`config.mk`:
```
export PLATFORM = sky130hd
export DESIGN_NAME = lbdr_route_param_flat
export DESIGN_NICKNAME = d
export VERILOG_FILES = /design/src/rtl/lbdr_route_param_if.sv /design/src/rtl/lbdr_route_param.sv /design/src/flat_wrapper.sv
export SDC_FILE = /design/constraint.sdc
export NUM_CORES = 1
export LEC_CHECK = 0
export BUFFER_PORTS_ARGS = -buffer_cell sky130_fd_sc_hd__buf_2
export CAP_MARGIN = 20
export CORE_UTILIZATION = 30
export CTS_CLUSTER_SIZE = 25
export DETAILED_ROUTE_END_ITERATION = 8
export PLACE_DENSITY_LB_ADDON = 0.3
export SLEW_MARGIN = 20
export SYNTH_ARGS = -nofsm -noshare
export SYNTH_HDL_FRONTEND = slang
export SYNTH_SLANG_ARGS = --single-unit
```
`constraint.sdc`:
```
create_clock -name clk -period 3.5 [get_ports clk]
set_input_delay 0.7 -clock clk [delete_from_list [all_inputs] [get_ports clk]]
set_output_delay 0.7 -clock clk [all_outputs]
set_load 0.1 [all_outputs]
```
`src/rtl/lbdr_route_param_if.sv`:
```
// Flit handshake between the input FIFO/switch allocator and the LBDR route unit.
// The master drives the FIFO head and the grant; the slave (route unit) returns the port request and status.
interface lbdr_route_param_if #(
    parameter int COORD_W = 2
);
    logic                   empty;
    logic [2:0]             flit_id;
    logic [2*COORD_W-1:0]   dst_addr;
    logic                   grant;
    logic                   Nport;
    logic                   Eport;
    logic                   Wport;
    logic                   Sport;
    logic                   Lport;
    logic                   busy;
    logic                   err_unroutable;
    logic                   err_proto;

    modport master (
        output empty, flit_id, dst_addr, grant,
        input  Nport, Eport, Wport, Sport, Lport, busy, err_unroutable, err_proto
    );

    modport slave (
        input  empty, flit_id, dst_addr, grant,
        output Nport, Eport, Wport, Sport, Lport, busy, err_unroutable, err_proto
    );
endinterface

```
`src/rtl/lbdr_route_param.sv`:
```
// Next-generation LBDR route unit: one-hot port per packet, held from HEADER until granted TAIL.
// Optional deroute fallback enabled by defining LBDR_DEROUTE_EN.
module lbdr_route_param #(
    parameter int COORD_W = 2
) (
    input  logic                 clk,
    input  logic                 rst,
    input  logic [7:0]           Rxy_rst,
    input  logic [3:0]           Cx_rst,
    input  logic [2*COORD_W-1:0] cur_addr_rst,
    input  logic [1:0]           dr_rst,
    lbdr_route_param_if.slave    bus
);
    localparam logic [2:0] HEADER  = 3'b001;
    localparam logic [2:0] PAYLOAD = 3'b010;
    localparam logic [2:0] TAIL    = 3'b100;

    typedef enum logic [1:0] {
        IDLE     = 2'b00,
        HDR_WAIT = 2'b01,
        BODY     = 2'b10
    } state_t;

    // Port vectors are ordered {L,N,E,W,S}, which is also the selection priority.
    function automatic logic [4:0] pick_first(input logic [4:0] cand);
        logic [4:0] res;
        res = 5'b00000;
        for (int i = 4; i >= 0; i--) begin
            if (cand[i] && (res == 5'b00000)) begin
                res[i] = 1'b1;
            end else begin
                res = res;
            end
        end
        return res;
    endfunction

    state_t                 state_q, state_d;
    logic [4:0]             port_q, port_d;
    logic                   err_unr_q, err_unr_d;
    logic                   err_proto_q, err_proto_d;
    logic [7:0]             rxy_q;
    logic [3:0]             cx_q;
    logic [2*COORD_W-1:0]   cur_q;

    logic [COORD_W-1:0]     x_cur_s, y_cur_s, x_dst_s, y_dst_s;
    logic                   n1_s, s1_s, e1_s, w1_s;
    logic [4:0]             cand_s;
    logic [4:0]             min_sel_s;
    logic [4:0]             sel_s;

    assign x_cur_s = cur_q[COORD_W-1:0];
    assign y_cur_s = cur_q[2*COORD_W-1:COORD_W];
    assign x_dst_s = bus.dst_addr[COORD_W-1:0];
    assign y_dst_s = bus.dst_addr[2*COORD_W-1:COORD_W];

    assign n1_s = (y_dst_s < y_cur_s);
    assign s1_s = (y_cur_s < y_dst_s);
    assign e1_s = (x_cur_s < x_dst_s);
    assign w1_s = (x_dst_s < x_cur_s);

    // Rxy = {Rsw,Rse,Rws,Rwn,Res,Ren,Rnw,Rne}, Cx = {Cs,Cw,Ce,Cn}
    assign cand_s[4] = ~n1_s & ~s1_s & ~e1_s & ~w1_s;
    assign cand_s[3] = ((n1_s & ~e1_s & ~w1_s) | (n1_s & e1_s & rxy_q[0]) | (n1_s & w1_s & rxy_q[1])) & cx_q[0];
    assign cand_s[2] = ((e1_s & ~n1_s & ~s1_s) | (e1_s & n1_s & rxy_q[2]) | (e1_s & s1_s & rxy_q[3])) & cx_q[1];
    assign cand_s[1] = ((w1_s & ~n1_s & ~s1_s) | (w1_s & n1_s & rxy_q[4]) | (w1_s & s1_s & rxy_q[5])) & cx_q[2];
    assign cand_s[0] = ((s1_s & ~e1_s & ~w1_s) | (s1_s & e1_s & rxy_q[6]) | (s1_s & w1_s & rxy_q[7])) & cx_q[3];

    assign min_sel_s = pick_first(cand_s);

`ifdef LBDR_DEROUTE_EN
    logic [1:0] dr_q;
    logic [4:0] dr_vec_s;

    // Deroute code N/E/W/S (0..3) doubles as the index of its Cx bit.
    always_comb begin
        dr_vec_s = 5'b00000;
        case (dr_q)
            2'b00:   dr_vec_s = 5'b01000;
            2'b01:   dr_vec_s = 5'b00100;
            2'b10:   dr_vec_s = 5'b00010;
            2'b11:   dr_vec_s = 5'b00001;
            default: dr_vec_s = 5'b00000;
        endcase
    end

    // Fall back to the deroute port only when minimal routing found nothing.
    always_comb begin
        sel_s = min_sel_s;
        if ((min_sel_s == 5'b00000) && !cand_s[4] && cx_q[dr_q]) begin
            sel_s = dr_vec_s;
        end else begin
            sel_s = min_sel_s;
        end
    end

    // Deroute configuration register, loaded only under reset.
    always_ff @(posedge clk) begin
        if (rst) begin
            dr_q <= dr_rst;
        end else begin
            dr_q <= dr_q;
        end
    end
`else
    logic unused_dr_s;
    assign unused_dr_s = ^dr_rst;
    assign sel_s = min_sel_s;
`endif

    // Next-state, held-port and sticky-error logic.
    always_comb begin
        state_d     = state_q;
        port_d      = port_q;
        err_unr_d   = err_unr_q;
        err_proto_d = err_proto_q;
        case (state_q)
            IDLE: begin
                if (!bus.empty) begin
                    if (bus.flit_id == HEADER) begin
                        if (sel_s != 5'b00000) begin
                            port_d  = sel_s;
                            state_d = HDR_WAIT;
                        end else begin
                            err_unr_d = 1'b1;
                        end
                    end else begin
                        err_proto_d = 1'b1;
                    end
                end else begin
                    state_d = IDLE;
                end
            end
            HDR_WAIT: begin
                if (bus.grant && !bus.empty) begin
                    state_d = BODY;
                end else begin
                    state_d = HDR_WAIT;
                end
            end
            BODY: begin
                if (!bus.empty) begin
                    if ((bus.flit_id == TAIL) && bus.grant) begin
                        state_d = IDLE;
                        port_d  = 5'b00000;
                    end else if (bus.flit_id == HEADER) begin
                        err_proto_d = 1'b1;
                    end else begin
                        state_d = BODY;
                    end
                end else begin
                    state_d = BODY;
                end
            end
            default: begin
                state_d = IDLE;
                port_d  = 5'b00000;
            end
        endcase
    end

    // State, outputs and configuration registers; reset reloads config and abandons any route.
    always_ff @(posedge clk) begin
        if (rst) begin
            state_q     <= IDLE;
            port_q      <= 5'b00000;
            err_unr_q   <= 1'b0;
            err_proto_q <= 1'b0;
            rxy_q       <= Rxy_rst;
            cx_q        <= Cx_rst;
            cur_q       <= cur_addr_rst;
        end else begin
            state_q     <= state_d;
            port_q      <= port_d;
            err_unr_q   <= err_unr_d;
            err_proto_q <= err_proto_d;
            rxy_q       <= rxy_q;
            cx_q        <= cx_q;
            cur_q       <= cur_q;
        end
    end

    assign bus.Lport          = port_q[4];
    assign bus.Nport          = port_q[3];
    assign bus.Eport          = port_q[2];
    assign bus.Wport          = port_q[1];
    assign bus.Sport          = port_q[0];
    assign bus.busy           = (state_q != IDLE);
    assign bus.err_unroutable = err_unr_q;
    assign bus.err_proto      = err_proto_q;

    logic unused_payload_s;
    assign unused_payload_s = (PAYLOAD == 3'b000);
endmodule

```
`src/flat_wrapper.sv`:
```
// flat-port wrapper written by rule: the top's interface ports become plain ports
module lbdr_route_param_flat 
#(
    parameter int COORD_W = 2
)
  (clk, rst, Rxy_rst, Cx_rst, cur_addr_rst, dr_rst, bus_empty, bus_flit_id, bus_dst_addr, bus_grant, bus_Nport, bus_Eport, bus_Wport, bus_Sport, bus_Lport, bus_busy, bus_err_unroutable, bus_err_proto);
  lbdr_route_param_if #(.COORD_W(COORD_W)) bus_i ();
  input  logic clk;
  input  logic rst;
  input  logic [7:0] Rxy_rst;
  input  logic [3:0] Cx_rst;
  input  logic [2*COORD_W-1:0] cur_addr_rst;
  input  logic [1:0] dr_rst;
  input wire logic [$bits(bus_i.empty)-1:0] bus_empty;
  input wire logic [$bits(bus_i.flit_id)-1:0] bus_flit_id;
  input wire logic [$bits(bus_i.dst_addr)-1:0] bus_dst_addr;
  input wire logic [$bits(bus_i.grant)-1:0] bus_grant;
  output wire logic [$bits(bus_i.Nport)-1:0] bus_Nport;
  output wire logic [$bits(bus_i.Eport)-1:0] bus_Eport;
  output wire logic [$bits(bus_i.Wport)-1:0] bus_Wport;
  output wire logic [$bits(bus_i.Sport)-1:0] bus_Sport;
  output wire logic [$bits(bus_i.Lport)-1:0] bus_Lport;
  output wire logic [$bits(bus_i.busy)-1:0] bus_busy;
  output wire logic [$bits(bus_i.err_unroutable)-1:0] bus_err_unroutable;
  output wire logic [$bits(bus_i.err_proto)-1:0] bus_err_proto;
  assign bus_i.empty = bus_empty;
  assign bus_i.flit_id = bus_flit_id;
  assign bus_i.dst_addr = bus_dst_addr;
  assign bus_i.grant = bus_grant;
  assign bus_Nport = bus_i.Nport;
  assign bus_Eport = bus_i.Eport;
  assign bus_Wport = bus_i.Wport;
  assign bus_Sport = bus_i.Sport;
  assign bus_Lport = bus_i.Lport;
  assign bus_busy = bus_i.busy;
  assign bus_err_unroutable = bus_i.err_unroutable;
  assign bus_err_proto = bus_i.err_proto;
  lbdr_route_param #(.COORD_W(COORD_W)) u_core (.clk(clk), .rst(rst), .Rxy_rst(Rxy_rst), .Cx_rst(Cx_rst), .cur_addr_rst(cur_addr_rst), .dr_rst(dr_rst), .bus(bus_i));
endmodule
```
==> summary.md <==
| Metric | Value |
|---|---|
| Setup_tns | `0 ps` |
| Maxcap violations | `0` |
| Sink Count | `25` |
| Clock Root Buffer | `clkbuf_8` |
| EDFF count, synth | `16` |
| Top cells by instance count after synthesis | `edfxtp_1, dfxtp_1, nor2_1, inv_1, nand2b_1` |
| Synth Area in Compound Gates | `12.56%` |
| Final setup fails | `0` |
| Area share of the largest cell type after synthesis | `roughly two fifths` |
| Iteration-0 DRC Markers | `29` |
| Grt total ovfl | `0` |
| Final Max Tran Viols | `0` |
| Rel. slew slack | `64.31%` |
| Post-DR vias/cell | `4.807` |
| Final Hold Vio Count | `0` |
| Antenna diodes | `0` |
| Setup Skew | `roughly 6.6 ps` |
| Synth Area in Adders | `around 4.1%` |
| TritonRoute pass-1 iters | `4` |
| Detailed Place HPWL | `approximately 1700 um` |
| Synth area leader | `edfxtp_1` |
| Maximum vdd drop | `0.3203 mV` |
| Synth Instances | `between 100 and 150` |
| Startpoint Class | `primary input` |
| Post-CTS Resized | `0` |
| Synth cell types | `33` |
| Critical path type | `in -> reg` |
| Share of cells above drive strength 1 | `33.09%` |
| Layout area overhead | `22.45%` |
| CP Capture Type | `flop` |
| Yosys warnings | `0` |
| Post-DRT Antenna Nets | `0` |
| Clock Latency Late Sink | `270 ps` |
| Post-route DRC | `0` |
| Die height | `65.64 um` |
| Setup Fix Bufs, Post-CTS | `0` |
| Pwr Density | `424.6 mW/mm2` |
| Routed WL | `2179 um` |
| Syn Nets | `around 140` |
| RSZ-0062 raised after global routing | `no` |
| Worst EP required | `3700 ps` |
| H-tree depth | `1` |
| Flop pwr share | `53.6%` |
| Hold_buf cts | `0` |
| Die X | `between 60 and 70 um` |
| Sw Share | `a little over a quarter` |
| Sw Pwr | `approximately 170 uW` |
| Comb power frac | `17.9%` |
| Global placer's final weighted congestion | `0.7403` |
| Status | `completed` |
| Utilization after layout | `39.45%` |
| Largest family of logic cells by synthesized area | `simple AND/OR/NAND/NOR gates` |
| Fin crit share | `69.14%` |
| Post-Synth Simple-Gate Area | `21.63%` |
| # IOs | `37` |
| Number of global-route vias before repair | `842` |
| Most numerous cell in the Yosys netlist | `edfxtp_1` |
| Critical Path Fanout Max | `5` |
| Internal power | `between 400 and 500 uW` |
| Clock share of power | `28.5%` |
| Xor and xnor area share after synthesis | `0.7209%` |
| GRT Total Usage | `11.32%` |
| Clock tree from TritonCTS | `built` |
| Max Clk Rate | `between 400 and 500 MHz` |
| CTS buffer count | `3` |
| Port Buffer Count | `34` |
| Via count | `899` |
| Multiplexer share of the synthesized area | `~4.1%` |
| Crit path arrival time | `2620 ps` |
| Cell Area, Synth | `0.001215 mm2` |
| Post-synth ARST share | `0%` |
| PnR Total Power | `about 630 uW` |
| Wire length per cell | `11.65 um` |
| Max Buffers Root-to-Sink | `2` |
| Final net count | `173` |
| Antenna violations before repair | `0` |
| Post-synthesis register bit count | `25` |
| Synth Area per Inst | `11.80 um2` |
| Rows | `22` |
| Core box area | `around 0.0038 mm2` |
| Top post-synthesis cells by area | `edfxtp_1, dfxtp_1, ha_1, mux2i_1, nand2b_1` |
| Initial Util | `32.22%` |
| Leakage | `a little over 0.6 nW` |
| Sequential-to-total area share from yosys stat | `a little over half` |
| Clock period minus worst slack | `2420 ps` |
| First-pass GRT wire length | `3677 um` |
| Synth Flop Type | `edfxtp_1` |
| Reg clk slew, reported paths | `90 ps` |
| HP Class | `reg -> reg` |
| Die area | `0.004308 mm2` |
| Slew @ Worst Pin | `~540 ps` |
| Largest net degree at the start of global routing | `28` |
-- cell type report --
class | instances | area, um2
Multi-Input combinational cell | 70 | 524.3
Clock inverter | 1 | 8.758
Sequential cell | 25 | 660.6
Clock buffer | 3 | 41.29
Fill cell | 359 | 2283
Tap cell | 48 | 60.06
Timing Repair Buffer | 34 | 170.2
Inverter | 6 | 22.52
-- registers in the layout (all words and copies together) (netlist names) --
register	flops
u_core.cx_q	4
u_core.bus.err_unroutable	1
u_core.port_q	5
u_core.bus.err_proto	1
u_core.rxy_q	8
u_core.cur_q	4
u_core.state_q	2
-- critical path, stage by stage --
cell	delay, ps
buf_2	70
inv_1	30
ha_1	330
nor2b_2	190
or2_1	230
o2111a_1	270
or3_1	330
o21ai_2	250
mux2i_1	210
-- path summary, 6_finish.rpt --
| kind | startpoint | end | slack, ps | cells after the start |
|---|---|---|---|---|
| max | bus_dst_addr[1] | u_core.port_q[0]$_SDFFE_PP0P_ | 1080 | 9 |
| min | u_core.bus.err_unroutable$_SDFFE_PP0P_ | u_core.bus.err_unroutable$_SDFFE_PP0P_ | 470 | 2 |
| max reg2reg | u_core.cur_q[1]$_DFFE_PP_ | u_core.port_q[0]$_SDFFE_PP0P_ | 1240 | 7 |
| min reg2reg | u_core.bus.err_unroutable$_SDFFE_PP0P_ | u_core.bus.err_unroutable$_SDFFE_PP0P_ | 470 | 2 |
-- placed cells by master (no fill, tap or decap) --
master,count
a2111o_1,1
a2111oi_4,1
a211oi_2,1
a21oi_1,5
a31oi_1,1
and2_1,2
buf_2,34
clkbuf_8,3
dfxtp_1,9
edfxtp_1,16
ha_1,4
inv_1,6
inv_6,1
mux2i_1,5
nand2_1,5
nand2b_1,6
nand3_1,2
nand3b_1,3
nor2_1,9
nor2b_2,1
nor2b_4,1
nor3_1,2
nor3_2,1
nor4_1,1
nor4b_1,2
nor4b_4,1
o2111a_1,1
o2111ai_1,2
o21ai_0,3
o21ai_1,1
o21ai_2,1
o31ai_2,1
or2_1,2
or3_1,4
xor2_1,1
-- power groups by stage --
stage                     Sequential, mW  Clock, mW  Combinational (mW)
after floorplan                    0.356          0              0.0689
after global placement             0.345          0               0.111
after detailed placement           0.345          0               0.114
after CTS                          0.339      0.188               0.114
after global routing               0.341      0.200               0.125
final                              0.338      0.180               0.113
-- metrics by stage --
| stage | area [um2] | cells | setup WS [ps] | hold WS [ps] |
|---|---|---|---|---|
| after floorplan | 1215 | 103 | 1009 | 503.6 |
| after global placement | 1438 | 183 | 830.5 | 451.6 |
| after detailed placement | 1438 | 183 | 777.8 | 457.2 |
| after CTS | 1488 | 187 | 1060 | 478.6 |
| after global routing | 1488 | 187 | 925.7 | 512.0 |
| final | 1488 | 187 | 1080 | 472.4 |
-- layer usage --
metal / vias up / share of wire (%) / global-route usage, % / routed length (um)
met5: - / 0 / 0 / 0
met1: 417 / 45 / 13.01 / 979
li1: 456 / - / - / -
met4: 0 / 1.2 / 3.261 / 27
met3: 2 / 4.6 / 3.819 / 101
met2: 24 / 49 / 19.64 / 1070
-- kinds of logic (layout without fill, tap and decap cells) --
logic type,after synthesis,after routing
and+or+nand+nor,42,42
DFF,25,25
AOI/OAI and AO/OA,18,18
adders and majority gates,4,4
xor gates and xnor gates,1,1
buffers and inverters,8,44
muxes,5,5
Note: power is estimated with default switching activity, not from simulation.
